## src/rtl/pc_stack_unit_pkg.sv

```systemverilog
// pc_stack_unit_pkg: shared stack command codes, PCL address and reset vector
package pc_stack_unit_pkg;
  localparam logic [1:0] STK_NOP = 2'b00;
  localparam logic [1:0] STK_PUSH = 2'b01;
  localparam logic [1:0] STK_POP = 2'b10;
  localparam logic [7:0] PCL_ADDR = 8'h02;
  localparam int PC_WIDTH_DEF = 11;
  localparam logic [10:0] RESET_VEC_DEF = 11'h7FF;
endpackage

```

## src/rtl/pic_hw_stack.sv

```systemverilog
// pic_hw_stack: shift-register return stack with depth counter and sticky over/underflow
module pic_hw_stack #(
  parameter int W = 11,
  parameter int DEPTH = 2
) (
  input  logic         clk,
  input  logic         rst_n,
  input  logic         push,
  input  logic         pop,
  input  logic [W-1:0] din,
  output logic [W-1:0] tos,
  output logic [1:0]   depth,
  output logic         ovf,
  output logic         unf
);
  logic [W-1:0] e [DEPTH];
  assign tos = e[0];
  for (genvar i = 0; i < DEPTH; i++) begin : g_e
    logic [W-1:0] below, above;
    if (i == DEPTH - 1) begin : g_last
      assign below = e[i];
    end else begin : g_mid
      assign below = e[i+1];
    end
    if (i == 0) begin : g_first
      assign above = din;
    end else begin : g_rest
      assign above = e[i-1];
    end
    // the last entry keeps its value on pop, so it duplicates upward
    always_ff @(posedge clk)
      if (!rst_n) e[i] <= '0;
      else if (pop) e[i] <= below;
      else if (push) e[i] <= above;
  end
  always_ff @(posedge clk)
    if (!rst_n) begin
      depth <= '0;
      ovf <= 1'b0;
      unf <= 1'b0;
    end else if (pop) begin
      depth <= (depth == 2'd0) ? 2'd0 : depth - 2'd1;
      unf <= unf | (depth == 2'd0);
    end else if (push) begin
      depth <= (depth == 2'(DEPTH)) ? depth : depth + 2'd1;
      ovf <= ovf | (depth == 2'(DEPTH));
    end
endmodule

```

## src/rtl/pc_stack_unit.sv

```systemverilog
// pc_stack_unit: PIC16C5x program counter with priority load mux and 2-level return stack
import pc_stack_unit_pkg::*;
module pc_stack_unit #(
  parameter int PC_WIDTH = PC_WIDTH_DEF,
  parameter int STACK_DEPTH = 2,
  parameter logic [PC_WIDTH-1:0] RESET_VEC = {PC_WIDTH{1'b1}}
) (
  input  logic                clk,
  input  logic                rst_n,
  input  logic                pc_inc,
  input  logic [1:0]          stk_cmd,
  input  logic                goto_ld,
  input  logic                pcl_we,
  input  logic [7:0]          pcl_din,
  input  logic [11:0]         inst_in,
  input  logic [1:0]          status_pa,
  output logic [PC_WIDTH-1:0] pc_out,
  output logic [1:0]          stk_depth,
  output logic                stk_ovf,
  output logic                stk_unf
);
  logic pop, push;
  logic [PC_WIDTH-1:0] tos, pc_nx;
  logic [10:0] call_t, goto_t, pcl_t;
  logic unused_inst;
  assign unused_inst = &{1'b0, inst_in[11:9]};
  assign pop = stk_cmd == STK_POP;
  assign push = stk_cmd == STK_PUSH;
  // CALL and PCL writes cannot reach bit 8, so it is forced low
  assign call_t = {status_pa, 1'b0, inst_in[7:0]};
  assign goto_t = {status_pa, inst_in[8:0]};
  assign pcl_t = {status_pa, 1'b0, pcl_din};
  always_comb
    pc_nx = pop ? tos :
            push ? PC_WIDTH'(call_t) :
            goto_ld ? PC_WIDTH'(goto_t) :
            pcl_we ? PC_WIDTH'(pcl_t) :
            pc_inc ? pc_out + PC_WIDTH'(1) : pc_out;
  always_ff @(posedge clk)
    if (!rst_n) pc_out <= RESET_VEC;
    else pc_out <= pc_nx;
  pic_hw_stack #(.W(PC_WIDTH), .DEPTH(STACK_DEPTH)) u_stack (
    .clk(clk),
    .rst_n(rst_n),
    .push(push),
    .pop(pop),
    .din(pc_out),
    .tos(tos),
    .depth(stk_depth),
    .ovf(stk_ovf),
    .unf(stk_unf)
  );
endmodule

```

## config.mk

```make
export PLATFORM = sky130hd
export DESIGN_NAME = pc_stack_unit
export DESIGN_NICKNAME = d
export VERILOG_FILES = /design/src/rtl/pc_stack_unit_pkg.sv /design/src/rtl/pic_hw_stack.sv /design/src/rtl/pc_stack_unit.sv
export SDC_FILE = /design/constraint.sdc
export NUM_CORES = 1
export LEC_CHECK = 0
export ABC_AREA = 1
export BUFFER_PORTS_ARGS = -buffer_cell sky130_fd_sc_hd__clkbuf_2
export CORE_MARGIN = 5
export CORE_UTILIZATION = 58
export DETAILED_ROUTE_END_ITERATION = 7
export GPL_ROUTABILITY_DRIVEN = 0
export PLACE_DENSITY = 0.84
export RECOVER_POWER = 25
export SLEW_MARGIN = 20
export SYNTH_ARGS = -nofsm -noshare
export SYNTH_HDL_FRONTEND = slang
export SYNTH_SLANG_ARGS = --single-unit
```

## constraint.sdc

```tcl
create_clock -name clk -period 2.3 [get_ports clk]
set_input_delay 0.115 -clock clk [delete_from_list [all_inputs] [get_ports clk]]
set_output_delay 0.115 -clock clk [all_outputs]
set_load 0.01 [all_outputs]
```

==> results summary, run 1 <==
The run finished with clean final reports. The number of rows in the core area came out at 22. On the worst path, the slowest cell contributes a delay of approximately 450 ps. The number of detailed-route iterations in the first pass came out at 5. Of the total synthesized cell area, the portion taken by XOR and XNOR cells is 0.01244. The region available for standard cell placement spans ~3600 um2. Leaving out filler cells and counting taps, the final layout contains 361. The proportion of synthesized area in mux cells is 0. The origin of the critical flop-to-flop path is pc_out[0]$_SDFFE_PN1P_. Of the total power, the share spent switching nets is 0.2921. The via count of the first global-routing pass came to 1,687. For this run, the leading register cell type out of synthesis is sky130_fd_sc_hd__edfxtp_1. The complex-gate fraction of the synthesized area came out at 0.1528. The die span in x came out at about 70 um.

The clock transition at the register clock pins on the worst setup and hold paths after CTS is roughly 80 ps. The number of CTS-inserted buffers is 5. After synthesis, the largest family of logic cells by area is simple AND/OR/NAND/NOR gates. The number of max-cap violations is 0. The biggest area contributor in the post-synthesis netlist is sky130_fd_sc_hd__edfxtp_1. The proportion of power drawn by flip-flops and latches came out at 0.479. The endpoint identified for the worst register-to-register timing path is pc_out[8]$_SDFFE_PN1P_.

By instance count, the cell type seen most on the critical path is sky130_fd_sc_hd__nand2_1. The endpoint required time on the critical path is around 2500 ps. The kind of start point of the critical path is a register. The post-route fraction of the period consumed by the critical path is 0.6627. After synthesis, the most frequently instantiated cells are sky130_fd_sc_hd__nand2_1 (60), sky130_fd_sc_hd__inv_1 (35), sky130_fd_sc_hd__o21ai_0 (28). The core occupancy in the finished layout came out at 0.6704. The starting density of the core came out at 0.5857. During synthesis, Yosys emitted a total of 0 warnings. Summed over all failing endpoints, the final setup total negative slack is 0 ps. The share of total power in combinational logic came out at 0.186. For this run the aggregate overflow at the end of global routing stands at 0. Once the clock tree was built, the resizer swapped 0 gates to a different size. In this run the deepest clock path goes through 2 buffers. The routed layout has around 1,900 vias. The type of element capturing the critical path is a register. The H-tree depth is 2.

The maximum number of pins on one net before global-route repair is 14. Counting I/O delays and the setup requirement, the final critical path takes roughly 1500 ps. For this design the total switching power over the nets is roughly 0.00050 W. The share of synthesized area occupied by flip-flops and latches came out at 0.4550. The clock drives 37 sinks. The worst hold path begins at inst_in[7]. The hold violation count in the final report is 0. TritonCTS built the clock tree. After synthesis, the cell types taking the most area are sky130_fd_sc_hd__edfxtp_1 (31%), sky130_fd_sc_hd__dfxtp_1 (14%), sky130_fd_sc_hd__nand2_1 (11%), sky130_fd_sc_hd__o21ai_0 (6.6%), sky130_fd_sc_hd__inv_1 (6.2%). The port buffer count is 40. The area growth from synthesis to final layout came out at 14.46%.

The synthesized netlist net count is approximately 310. The slowest library cell on the worst path is sky130_fd_sc_hd__dfxtp_1. The cell total after placement is 353. The die covers just under 5000 um2. The max-slew violation count came out at 0. The number of remaining DRC errors is 0.

The share of Yosys cell area claimed by the top area cell type is 0.3128. The worst setup skew after layout came out at 8.038 ps. The post-detailed-route wirelength per cell came out at between 10 and 15 um.

Setup repair after global routing left no endpoint under its margin. The initial antenna violation count is 0. Traced cell by cell, the critical path runs through ha_1, nand3_1, nor2_2, nand2_1, nand3_1, nand2_1, nand2_1, nand2_1, nand2_1, nand2_1. Synthesis handed over a netlist of about 270 instances. The remaining antenna violation count after routing is 0. The largest fanout on the critical path came out at 6.

Counting the fill cells in the layout gives roughly 320. The simple-gate portion of the synthesized area came out at 0.2459. The final count of negative-setup-slack endpoints came out at 0.

The share of total power dissipated in the clock network is 0.334. The y dimension of the die came out at 70.35 um. The tightest min-delay check is of the input port to register type. The depth of the worst hold-timing path came out at 5.

The net count of the finished layout is roughly 350. The number of distinct library cells after synthesis came out at 29. Detailed placement ended at an HPWL of 3.626 mm. The number of vias per cell after detailed routing is 5.194. The instance area after placement is approximately 2300 um2.

The aggregate routed wire length came out at roughly 4.7 mm. The mean instance size in the synthesized netlist is ~7.7 um2. The global-route usage over all layers came out at 0.2007.

The adder and majority gate portion of the synthesized area came out at 0.03555. The depth of the worst register-to-register path is 10. The ratio of cells with drive above 1 in the final layout came out at 0.1534. The summed instance area of the synthesized netlist came out at about 2100 um2.

The starting DRC count in detailed routing is 165. In this run the clock root is driven by a sky130_fd_sc_hd__clkbuf_8. The worst reg-to-reg setup slack came out at roughly 780 ps. The final setup slack of the worst path came out at slightly below 800 ps. The worst-margin pin slew is between 400 and 500 ps. The setup fix buffers added after clock tree synthesis came out at 0.

The post-route cell area came out at 2417 um2. The critical path start-end classification is register to register. The path with the worst hold slack has its endpoint at pc_out[7]$_SDFFE_PN1P_. sky130_fd_sc_hd__nand2_1 is the most common cell in the netlist. 0 antenna diodes ended up in the layout. The total power per unit cell area is around 700 nW/um2.

The number of flops mapped to enable cells by yosys came out at 22. The maximum resistive drop on vdd is between 0.5 and 0.6 mV. The fmax is ~660 MHz. For this design the static power due to leakage is roughly 1.1 nW. For this design the top-level I/O count stands at 44.

The first-pass GRT wire length came out at 7.824 mm. The worst-case setup slack after placement came out at approximately 740 ps. The share of async-settable or async-resettable flops after synthesis came out at 0. The data arrival time of the critical path is about 1700 ps. The flip-flop and latch count after synthesis is 37.

The relative slew slack is 0.7024. The cts-stage hold buffer count is 0. At the later pin of the worst-skew pair, clock insertion delay measures roughly 290 ps.

The internal cell power came out at roughly 0.0012 W.
placed cells by master (no fill, tap or decap):
master / netlist / routed
sky130_fd_sc_hd__nand3_2: 1 / 1
sky130_fd_sc_hd__a221oi_1: 1 / 1
sky130_fd_sc_hd__nor3_1: 1 / 1
sky130_fd_sc_hd__clkbuf_2: 1 / 25
sky130_fd_sc_hd__o211ai_1: 1 / 1
sky130_fd_sc_hd__nor2_1: 26 / 26
sky130_fd_sc_hd__ha_1: 6 / 6
sky130_fd_sc_hd__buf_4: 1 / 1
sky130_fd_sc_hd__clkbuf_8: 0 / 5
sky130_fd_sc_hd__bufinv_16: 0 / 1
sky130_fd_sc_hd__clkinv_1: 1 / 1
sky130_fd_sc_hd__clkbuf_1: 1 / 15
sky130_fd_sc_hd__clkinv_4: 0 / 1
sky130_fd_sc_hd__inv_4: 1 / 1
sky130_fd_sc_hd__nand2_4: 1 / 1
sky130_fd_sc_hd__nand2_2: 1 / 1
sky130_fd_sc_hd__inv_2: 2 / 2
sky130_fd_sc_hd__edfxtp_1: 22 / 22
sky130_fd_sc_hd__o21ai_0: 28 / 28
sky130_fd_sc_hd__clkinvlp_4: 0 / 1
sky130_fd_sc_hd__o21ai_2: 1 / 1
sky130_fd_sc_hd__xor2_1: 3 / 3
sky130_fd_sc_hd__dfxtp_1: 15 / 15
sky130_fd_sc_hd__a21oi_1: 26 / 26
sky130_fd_sc_hd__nor2_2: 3 / 3
sky130_fd_sc_hd__nand2_1: 60 / 60
sky130_fd_sc_hd__nor2_4: 4 / 4
sky130_fd_sc_hd__nand3_1: 20 / 20
sky130_fd_sc_hd__o21ai_1: 4 / 4
sky130_fd_sc_hd__inv_1: 35 / 35
sky130_fd_sc_hd__o21bai_1: 1 / 1
power by group through the flow:
stage | clock network (W) | logic [W] | registers (W)
after floorplan | 0 | 0.000218 | 0.000828
after global placement | 0 | 0.000311 | 0.000827
after detailed placement | 0 | 0.000320 | 0.000829
after CTS | 0.000580 | 0.000324 | 0.000814
after global routing | 0.000609 | 0.000364 | 0.000822
final | 0.000568 | 0.000317 | 0.000814
worst max-delay path: cells and delay by family, from the launching register on:
family | cells | cell delay [ps]
and+or+nand+nor | 9 | 730
adders and majority gates | 1 | 250
DFF | 1 | 450
layer usage:
metal | GRT usage | up-vias | part of all wire
li1 | - | 967 | -
met1 | 0.2507 | 817 | 0.42
met2 | 0.3274 | 83 | 0.47
met3 | 0.05324 | 8 | 0.090
met4 | 0.08085 | 0 | 0.018
met5 | 0 | - | 0
worst max path at each step:
| stage | start | to | cells after the start |
|---|---|---|---|
| after CTS | pc_out[0]$_SDFFE_PN1P_ | pc_out[8]$_SDFFE_PN1P_ | 10 |
| final | pc_out[0]$_SDFFE_PN1P_ | pc_out[8]$_SDFFE_PN1P_ | 10 |
| after global routing | pc_out[0]$_SDFFE_PN1P_ | pc_out[8]$_SDFFE_PN1P_ | 10 |
| after global placement | stk_cmd[1] | u_stack.e[1][7]$_SDFFCE_PN0P_ | 5 |
| after floorplan | pc_out[0]$_SDFFE_PN1P_ | pc_out[8]$_SDFFE_PN1P_ | 10 |
| after detailed placement | stk_cmd[1] | u_stack.e[1][10]$_SDFFCE_PN0P_ | 5 |
registers in the layout (all words and copies together) (netlist names):
register and cells:
u_stack.e 22, u_stack.unf 1, u_stack.ovf 1, pc_out 11
u_stack.depth 2
cell type report:
class | instances | area [um2] | share of cell area
inverter | 39 | 148.9 | 0.06159
timing repair buffer | 41 | 188.9 | 0.07816
multi-input combinational | 188 | 943.4 | 0.3903
tap | 48 | 60.06 | 0.02484
clock buffer | 5 | 68.82 | 0.02847
sequential | 37 | 960.9 | 0.3975
clock inverter | 3 | 46.29 | 0.01915
cell families after synthesis:
| group | Yosys count |
|---|---|
| compound gates | 62 |
| xor+xnor | 3 |
| fa+ha+maj | 6 |
| buf+inv | 48 |
| flops | 37 |
| simple gates | 117 |
per-stage QoR:
stage               hold slack (ps)  power [W]
finish                        120.6   0.001699
global route                  150.8   0.001794
CTS                           110.9   0.001718
detailed placement            418.9   0.001149
global placement              420.6   0.001139
floorplan                     319.9   0.001045
Note: power is estimated with default switching activity, not from simulation.
==> run 2, diff against run 1 <==
--- a/config.mk
+++ b/config.mk
@@ -5,13 +5,13 @@
 export SDC_FILE = /design/constraint.sdc
 export NUM_CORES = 1
 export LEC_CHECK = 0
-export ABC_AREA = 1
+export ABC_AREA = 0
 export BUFFER_PORTS_ARGS = -buffer_cell sky130_fd_sc_hd__clkbuf_2
 export CORE_MARGIN = 5
-export CORE_UTILIZATION = 58
+export CORE_UTILIZATION = 49
 export DETAILED_ROUTE_END_ITERATION = 7
 export GPL_ROUTABILITY_DRIVEN = 0
-export PLACE_DENSITY = 0.84
+export PLACE_DENSITY = 0.76
 export RECOVER_POWER = 25
 export SLEW_MARGIN = 20
 export SYNTH_ARGS = -nofsm -noshare
==> constraint.sdc (replaced) <==
create_clock -name clk -period 1.25 [get_ports clk]
set_input_delay 0.0625 -clock clk [delete_from_list [all_inputs] [get_ports clk]]
set_output_delay 0.0625 -clock clk [all_outputs]
set_load 0.01 [all_outputs]
==> run 2 against run 1 <==
  * The run now ends with negative setup slack left
  * Die area rose by 12%
  * Final cell count fell by 7.5%
  * Sequential share of layout area fell by 5.9 points
  * Clock skew fell by 1.5 ps
  * Setup slack got worse by 1000 ps
  * Synthesized cell count fell by 23%
  * Routed wire length rose by 24%
  * Total power rose by 100%
  * Non-clock buffer count rose by 40
  * Hold slack got worse by 110 ps
  * Critical path type unchanged
  * Largest cell class is now multi-input gates
==> results summary, run 2 <==
Sorting the synthesized cells by area gives the leading types as sky130_fd_sc_hd__edfxtp_1 (32%), sky130_fd_sc_hd__dfxtp_1 (15%), sky130_fd_sc_hd__a22oi_1 (4.4%), sky130_fd_sc_hd__nor2b_1 (4.3%), sky130_fd_sc_hd__and2_1 (3.7%). The final count of negative-setup-slack endpoints was 6 (+6). The area growth from synthesis to final layout came out at 41.45%. The maximum resistive drop on vdd is 0.8447 mV (+62%).

The critical path start-end classification is register to register. The most common cell in the synthesized netlist is sky130_fd_sc_hd__edfxtp_1. The sum of overflow across all layers after global routing came to 0 (unchanged). The number of distinct library cells after synthesis is 42 (+45%). Traced cell by cell, the critical path runs through nand4_1, or3_1, a2111o_1, nand4_1. The vias after detailed routing was 1,973 (+5.2%). The slowest library cell on the worst path is sky130_fd_sc_hd__dfxtp_1. The library cell used most frequently in the layout, excluding fill and tap cells, is sky130_fd_sc_hd__buf_4. The starting DRC count in detailed routing was 146 (-12%). The largest fanout on the critical path came out at 5 (-1). The flip-flop and latch count after synthesis came out at 37 (unchanged). The shortest clock period the worst path allows after layout came out at 1490 ps (-34.24 ps).

The number of flip-flops in the largest register is 22 (unchanged). The number of CTS-inserted buffers came out at 5 (unchanged). The number of warnings printed during yosys synthesis is 0 (unchanged).

The number of vias per cell after detailed routing came to 5.907 (+14%). The first-pass GRT wire length came out at 9.211 mm (+18%). The number of remaining DRC errors came to 0 (unchanged). The critical path buffer and inverter count came out at 0 (unchanged).

The hold violation count in the final report came out at 0 (unchanged). The total number of clock tree sinks is 37 (unchanged). The most used cell along the critical path is sky130_fd_sc_hd__nand4_1.

Of all cell types, the one taking the most synthesized area is sky130_fd_sc_hd__edfxtp_1. The kind of start point of the critical path is a register. After synthesis, the most frequently instantiated cells are sky130_fd_sc_hd__edfxtp_1 (22), sky130_fd_sc_hd__nand2_1 (17), sky130_fd_sc_hd__dfxtp_1 (15). The number of diodes added for antenna fixing came out at 0 (unchanged).

The summed instance area of the synthesized netlist came to 2034 um2 (-3.7%). The number of detailed-route iterations in the first pass came to 4 (-1). The core occupancy in the finished layout is 0.7194 (+0.04906). The synthesized netlist net count is 244 (-21%). The maximum number of pins on one net before global-route repair came out at 23 (+9). The CTS root buffer is sky130_fd_sc_hd__clkbuf_8.

The share of synthesized area occupied by flip-flops and latches came out at 0.4723 (+0.01735). The die span in x came out at 74.44 um (+5.8%). The cts-stage hold buffer count came to 0 (unchanged). The mean instance size in the synthesized netlist was 9.734 um2 (+26%). The data arrival time of the critical path came out at 1730 ps (about the same). The final reports fail on negative setup slack. The number of I/O pins came to 44 (unchanged). The path class of the tightest hold or removal check is input port to register. The relative slew slack is 0.6730 (-0.02936). The H-tree depth is 2 (unchanged). The detailed placement HPWL came out at 4.310 mm (+19%). The share of Yosys cell area claimed by the top area cell type is 0.3247 (+0.01193). The endpoint required time on the critical path was 1490 ps (-1000 ps). The share of async-settable or async-resettable flops after synthesis is 0 (unchanged). The worst-margin pin slew is 486.3 ps (+39.88 ps).

The post-detailed-route wirelength per cell came out at 17.47 um (+34%). The filler cell count is 293 (-7.0%). Leaving out fill and tap cells, the most frequent cells in the layout are sky130_fd_sc_hd__buf_4 (37), sky130_fd_sc_hd__clkbuf_2 (36), sky130_fd_sc_hd__edfxtp_1 (22), sky130_fd_sc_hd__nand2_1 (17), sky130_fd_sc_hd__nor2b_1 (13).

The remaining antenna violation count after routing is 0 (unchanged). The clock tree from TritonCTS is done. The fmax came out at 671.2 MHz (+2.3%). The number of rows in the core area came out at 23 (+4.5%). The number of flops mapped to enable cells by yosys is 22 (unchanged).

The total power per unit cell area is 1187 nW/um2 (+69%). The y dimension of the die is 74.44 um (+5.8%). The initial antenna violation count is 0 (unchanged). The number of max-cap violations was 0 (unchanged). The worst-skew pair later-pin latency is 300 ps (about the same). The via count of the first global-routing pass was 1,910 (+13%). The post-route fraction of the period consumed by the critical path is 1.192 (+0.5293).

The core footprint came out at 4000 um2 (+11%). The largest registers in the layout are u_stack.e: 22 flops, pc_out: 11 flops, u_stack.depth: 2 flops. The final setup slack of the worst path came out at -239.9 ps (-1016 ps).

The global-route usage over all layers is 0.2209 (+0.02019). The most used flip-flop cell after synthesis is sky130_fd_sc_hd__edfxtp_1. The peak per-stage delay on the critical path came out at 430 ps (-20 ps).

The number of buffers on the longest clock path is 2 (unchanged). Setup repair after global routing could not meet its margin everywhere. The worst setup skew after layout is 6.578 ps (-1.460 ps). The post-synthesis instance total is 209 (-23%). The starting density of the core is 0.5086 (-0.07710). The clock transition at the register clock pins on the worst setup and hold paths after CTS came out at 80 ps (about the same). The number of nets in the final layout is 318 (-8.4%).

The type of element capturing the critical path is a register. The overall power consumption is 0.003416 W (+100%). The max-slew violation count came to 0 (unchanged). The ratio of cells with drive above 1 in the final layout is 0.4190 (+0.2657).

Broken down by cell family, the worst path's largest delay share belongs to simple AND/OR/NAND/NOR gates. Ranked by flip-flop count, first place goes to u_stack.e. The total leakage power is 1.179 nW (+3.6%). The port buffer count came out at 40 (unchanged).

The flow ran to the end, but the final reports show violations. The aggregate routed wire length came out at 5.834 mm (+24%). The area enclosed by the die boundary was 5541 um2 (+12%).
[run 2: cell count changes after synthesis, sizes merged, moves of 10 or more]
cell and delta:
a21oi -20, a22oi +12, and2 +12, clkbuf +10, inv -30, nand2 -45
nand3 -16, nor2 -26, nor2b +14, o21ai -23
[run 2: path summary, 6_finish.rpt]
path | slack [ps] | from | cells after the start | to
max reg2reg | -240 | pc_out[4]$_SDFFE_PN1P_ | 4 | pc_out[8]$_SDFFE_PN1P_
min reg2reg | 510 | u_stack.ovf$_SDFFE_PN0P_ | 2 | u_stack.ovf$_SDFFE_PN0P_
max | -240 | pc_out[4]$_SDFFE_PN1P_ | 4 | pc_out[8]$_SDFFE_PN1P_
min | 8 | status_pa[1] | 3 | pc_out[10]$_SDFFE_PN1P_
[run 2: cell families (layout without fill, tap and decap cells)]
family	Yosys count	in the layout	share of synthesized area
xor gates and xnor gates	5	5	0.02152
muxes	2	2	0.01045
adders and majority gates	6	6	0.03690
buffers and inverters	22	97	0.04059
DFF	37	37	0.4723
and+or+nand+nor	76	76	0.2036
AOI/OAI and AO/OA	61	61	0.2147
[run 2: where the power goes]
part / internal, W / leakage (nW) / switching [W]
clock: 0.000587 / 0.0518 / 0.000447
sequential: 0.00141 / 0.363 / 0.0000898
combinational: 0.000443 / 0.763 / 0.000439
total: 0.00244 / 1.18 / 0.000976
[run 2: per-layer routing]
layer / up-vias / global-route usage / wire (um)
met1: 949 / 0.2841 / 2571
met3: 12 / 0.06081 / 400
li1: 930 / - / -
met4: 0 / 0.07905 / 99
met2: 82 / 0.3571 / 2762
met5: - / 0 / 0
[run 2: worst min-delay path: stages]
cell and delay, ps:
sky130_fd_sc_hd__clkbuf_2 80, sky130_fd_sc_hd__a22oi_1 50, sky130_fd_sc_hd__o211ai_1 80
[run 2: layout make-up]
class / instances / area, um2 / area share
Clock buffer: 5 / 68.82 / 0.02391
Clock inverter: 3 / 41.29 / 0.01435
Inverter: 8 / 37.54 / 0.01304
Multi-Input combinational cell: 150 / 1144 / 0.3974
Sequential cell: 37 / 974.7 / 0.3387
Tap cell: 50 / 62.56 / 0.02174
Timing Repair Buffer: 81 / 549.3 / 0.1909
[run 2: per-stage QoR]
stage,worst slack [ps],cell area (um2),hold WS [ps],instances,setup TNS [ps]
after CTS,-206.4,2763,12.41,331,-783.4
after global placement,-452.2,2595,315.9,323,-11850
after global routing,-319.2,2878,29.11,334,-1403
after detailed placement,-509.9,2595,317.2,323,-13420
after floorplan,-285.8,2125,211.0,209,-1928
final,-239.9,2878,8.334,334,-814.3
[run 2: timing repair]
action | 4_1_cts | 5_1_grt
buffers inserted | 0 | 3
endpoints found under the setup margin | 23 | 31
resized for setup | 12 | 22
pin swaps | 9 | 14
==> run 3, diff against run 2 <==
==> constraint.sdc (replaced) <==
create_clock -name clk -period 1.25 [get_ports clk]
set_input_delay 0.25 -clock clk [delete_from_list [all_inputs] [get_ports clk]]
set_output_delay 0.25 -clock clk [all_outputs]
set_load 0.01 [all_outputs]
==> run 3 against run 2 <==
  * The flow still finishes with violations (negative setup slack)
  * Critical path depth grew 3
  * Via count grew 4.1%
  * Routed wire length grew 13%
  * Clock power shrank 22%
  * Combinational power grew 11%
  * Utilization grew 3.7 points
  * Critical path type is now input port to register
  * Largest power group unchanged
==> results summary, run 3 (synthesis gave the netlist of run 2 again) <==
The largest fanout on the critical path came out at 3 (-2). The die span in x is 74.44 um (unchanged). The total leakage power is 1.235 nW (+4.8%).

The data arrival time of the critical path is 1820 ps (+90 ps). The total number of clock tree sinks is 37 (unchanged). The fmax came out at 609.0 MHz (-9.3%). The library cells used most frequently in the layout, excluding fill and tap cells, are sky130_fd_sc_hd__buf_4 (42), sky130_fd_sc_hd__clkbuf_2 (37), sky130_fd_sc_hd__edfxtp_1 (22), sky130_fd_sc_hd__nand2_1 (16), sky130_fd_sc_hd__nor2b_1 (13). The initial antenna violation count is 0 (unchanged). The maximum resistive drop on vdd is 0.8810 mV (+4.3%).

The port buffer count is 40 (unchanged). The worst setup path is launched from an input port. The worst-skew pair later-pin latency is 300 ps (about the same).

The remaining antenna violation count after routing came out at 0 (unchanged). The depth of the worst hold-timing path is 3 (unchanged). The overall power consumption was 0.003289 W (-3.7%). The number of remaining DRC errors came out at 0 (unchanged). In this run the most critical hold path is launched from status_pa[1]. The total power per unit cell area came out at 1087 nW/um2 (-8.5%).

The area enclosed by the die boundary is 5541 um2 (unchanged). The critical path goes through clkbuf_16, inv_8, ha_4, or4_4, or4_4, o211ai_1, a32oi_1. The number of vias per cell after detailed routing came out at 5.954 (+0.79%).

The number of max-cap violations is 0 (unchanged). The relative slew slack is 0.6747 (+0.001667). TritonCTS built the clock tree.

The run finished, with violations left. The worst setup skew after layout is 13.55 ps (+6.967 ps). The number of rows in the core area came to 23 (unchanged). The number of CTS-inserted buffers came out at 5 (unchanged). The H-tree depth was 2 (unchanged). The number of flip-flops in the largest register came out at 22 (unchanged). The number of detailed-route iterations in the first pass is 4 (unchanged).

The hold violation count in the final report came out at 0 (unchanged). The core footprint is 4000 um2 (unchanged). The filler cell count is 260 (-11%).

The worst-margin pin slew came out at 483.8 ps (-2.479 ps). The post-route fraction of the period consumed by the critical path came out at 1.314 (+0.1218). The number of buffers on the longest clock path is 2 (unchanged). The most used cell along the critical path is sky130_fd_sc_hd__or4_4. The aggregate routed wire length is 6.620 mm (+13%). The area taken by flip-flops and latches came to 978.4 um2 (+0.39%).

The clock transition at the register clock pins on the worst setup and hold paths after CTS came out at 80 ps (about the same). The total met2 wirelength after detailed routing came out at 3.285 mm (+19%). The via count of the first global-routing pass is 1,992 (+4.3%).

By startpoint and endpoint, the worst setup path is classified as input port to register. The depth of the worst register-to-register path came out at 5 (+1). The checks that failed: negative setup slack. The wire length on met1 came to 2.638 mm (+2.6%). The register with the most flip-flops is u_stack.e. The worst setup path is captured at a register. The first-pass GRT wire length is 10.07 mm (+9.3%). The global-route usage over all layers is 0.2469 (+0.02600). The sum of overflow across all layers after global routing came to 0 (unchanged). The starting density of the core came out at 0.5086 (unchanged). The starting DRC count in detailed routing came out at 289 (+98%).

Setup repair after global routing could not meet its margin everywhere. The setup total negative slack was -3292 ps (-2477 ps). In the final layout, the registers with the most flip-flops are u_stack.e: 22 flops, pc_out: 11 flops, u_stack.depth: 2 flops. The endpoint required time on the critical path came out at 1430 ps (-60 ps). The origin of the critical flop-to-flop path is pc_out[0]$_SDFFE_PN1P_. The shortest clock period the worst path allows after layout came out at 1642 ps (+152.2 ps). The number of diodes added for antenna fixing is 0 (unchanged). The number of nets in the final layout came out at 329 (+3.5%). The area used by multi-input combinational logic came to 1179 um2 (+3.1%). The worst register-to-register path ends at pc_out[7]$_SDFFE_PN1P_.

The final count of negative-setup-slack endpoints came to 29 (+23). The ratio of cells with drive above 1 in the final layout came out at 0.4847 (+0.06573). The commonest non-fill, non-tap cell in the layout is sky130_fd_sc_hd__buf_4. The number of I/O pins came out at 44 (unchanged). The total met3 wirelength after detailed routing is 485 um (+21%). The area growth from synthesis to final layout is 48.77%. The max-slew violation count was 0 (unchanged). The final setup slack of the worst path is -392.1 ps (-152.2 ps). The detailed placement HPWL was 4.172 mm (-3.2%). The topmost layer with routed signal wires is met4. The peak per-stage delay on the critical path came to 530 ps (+100 ps). CTS placed an instance of sky130_fd_sc_hd__clkbuf_8 at the clock tree root. The type of the tightest min-delay check is input port to register. The vias after detailed routing came out at 2,054 (+4.1%).

The maximum number of pins on one net before global-route repair is 23 (unchanged). The worst reg-to-reg setup slack was -290 ps (-50 ps). The endpoint of the worst hold path is pc_out[10]$_SDFFE_PN1P_. The y dimension of the die is 74.44 um (unchanged).

The slowest library cell on the worst path is sky130_fd_sc_hd__or4_4. The post-detailed-route wirelength per cell is 19.19 um (+9.9%).
run 3: changes by cell type in the layout (fill, tap and decap cells not counted), moves of 3 or more:
| cell | previous run | this run |
|---|---|---|
| sky130_fd_sc_hd__buf_4 | 37 | 42 |
| sky130_fd_sc_hd__nor3_2 | 1 | 4 |
| sky130_fd_sc_hd__buf_6 | 4 | 7 |
| sky130_fd_sc_hd__dfxtp_2 | 2 | 5 |
| sky130_fd_sc_hd__buf_12 | 0 | 4 |
| sky130_fd_sc_hd__dfxtp_1 | 10 | 7 |
run 3: stage by stage:
step,utilization,worst slack [ps],hold WS (ps),instance area (um2),std cells
after floorplan,-,-473.3,398.5,2121,209
after global placement,0.6475,-638.0,482.0,2590,323
after detailed placement,0.6475,-684.6,494.3,2590,323
after CTS,0.7257,-332.4,193.3,2903,341
after global routing,0.7566,-401.7,221.3,3027,345
final,0.7566,-392.1,198.5,3027,345
run 3: worst max-delay path by stage:
stage                                  end       start  slack (ps)
finish              pc_out[9]$_SDFFE_PN1P_  stk_cmd[0]        -390
global route        pc_out[9]$_SDFFE_PN1P_  stk_cmd[1]        -400
CTS                 pc_out[9]$_SDFFE_PN1P_  stk_cmd[0]        -330
detailed placement  pc_out[9]$_SDFFE_PN1P_  stk_cmd[0]        -680
global placement    pc_out[9]$_SDFFE_PN1P_  stk_cmd[0]        -640
floorplan           pc_out[9]$_SDFFE_PN1P_  stk_cmd[0]        -470
run 3: power by group:
group	switching (W)	leakage (nW)	total [W]	internal, W
registers	0.0000870	0.363	0.00150	0.00141
clock network	0.000420	0.0399	0.000808	0.000388
logic	0.000481	0.833	0.000982	0.000501
total	0.000987	1.24	0.00329	0.00230
run 3: critical path: cells and delay by family:
kind,cells,cell delay (ps)
adders and majority gates,1,140
AOI/OAI and AO/OA,2,240
buffers and inverters,2,140
and+or+nand+nor,2,1050
run 3: final cells by class:
type / count / area share
Multi-Input combinational cell: 150 / 0.3894
Inverter: 8 / 0.01240
Timing Repair Buffer: 92 / 0.2278
Sequential cell: 37 / 0.3233
Tap cell: 50 / 0.02067
Clock inverter: 1 / 0.001240
Clock buffer: 7 / 0.02522
run 3: timing repair:
item | in CTS | in global routing
gates resized for setup | 33 | 27
buffers inserted | 9 | 4
hold buffers | 0 | 0
endpoints found under the setup margin | 46 | 38
pin swaps | 17 | 5
cloned | 1 | 0
run 3: layer usage:
layer | vias to the layer above | track usage
met1 | 984 | 0.3152
met2 | 88 | 0.3902
li1 | 958 | -
met3 | 24 | 0.05946
met5 | - | 0
met4 | 0 | 0.1245
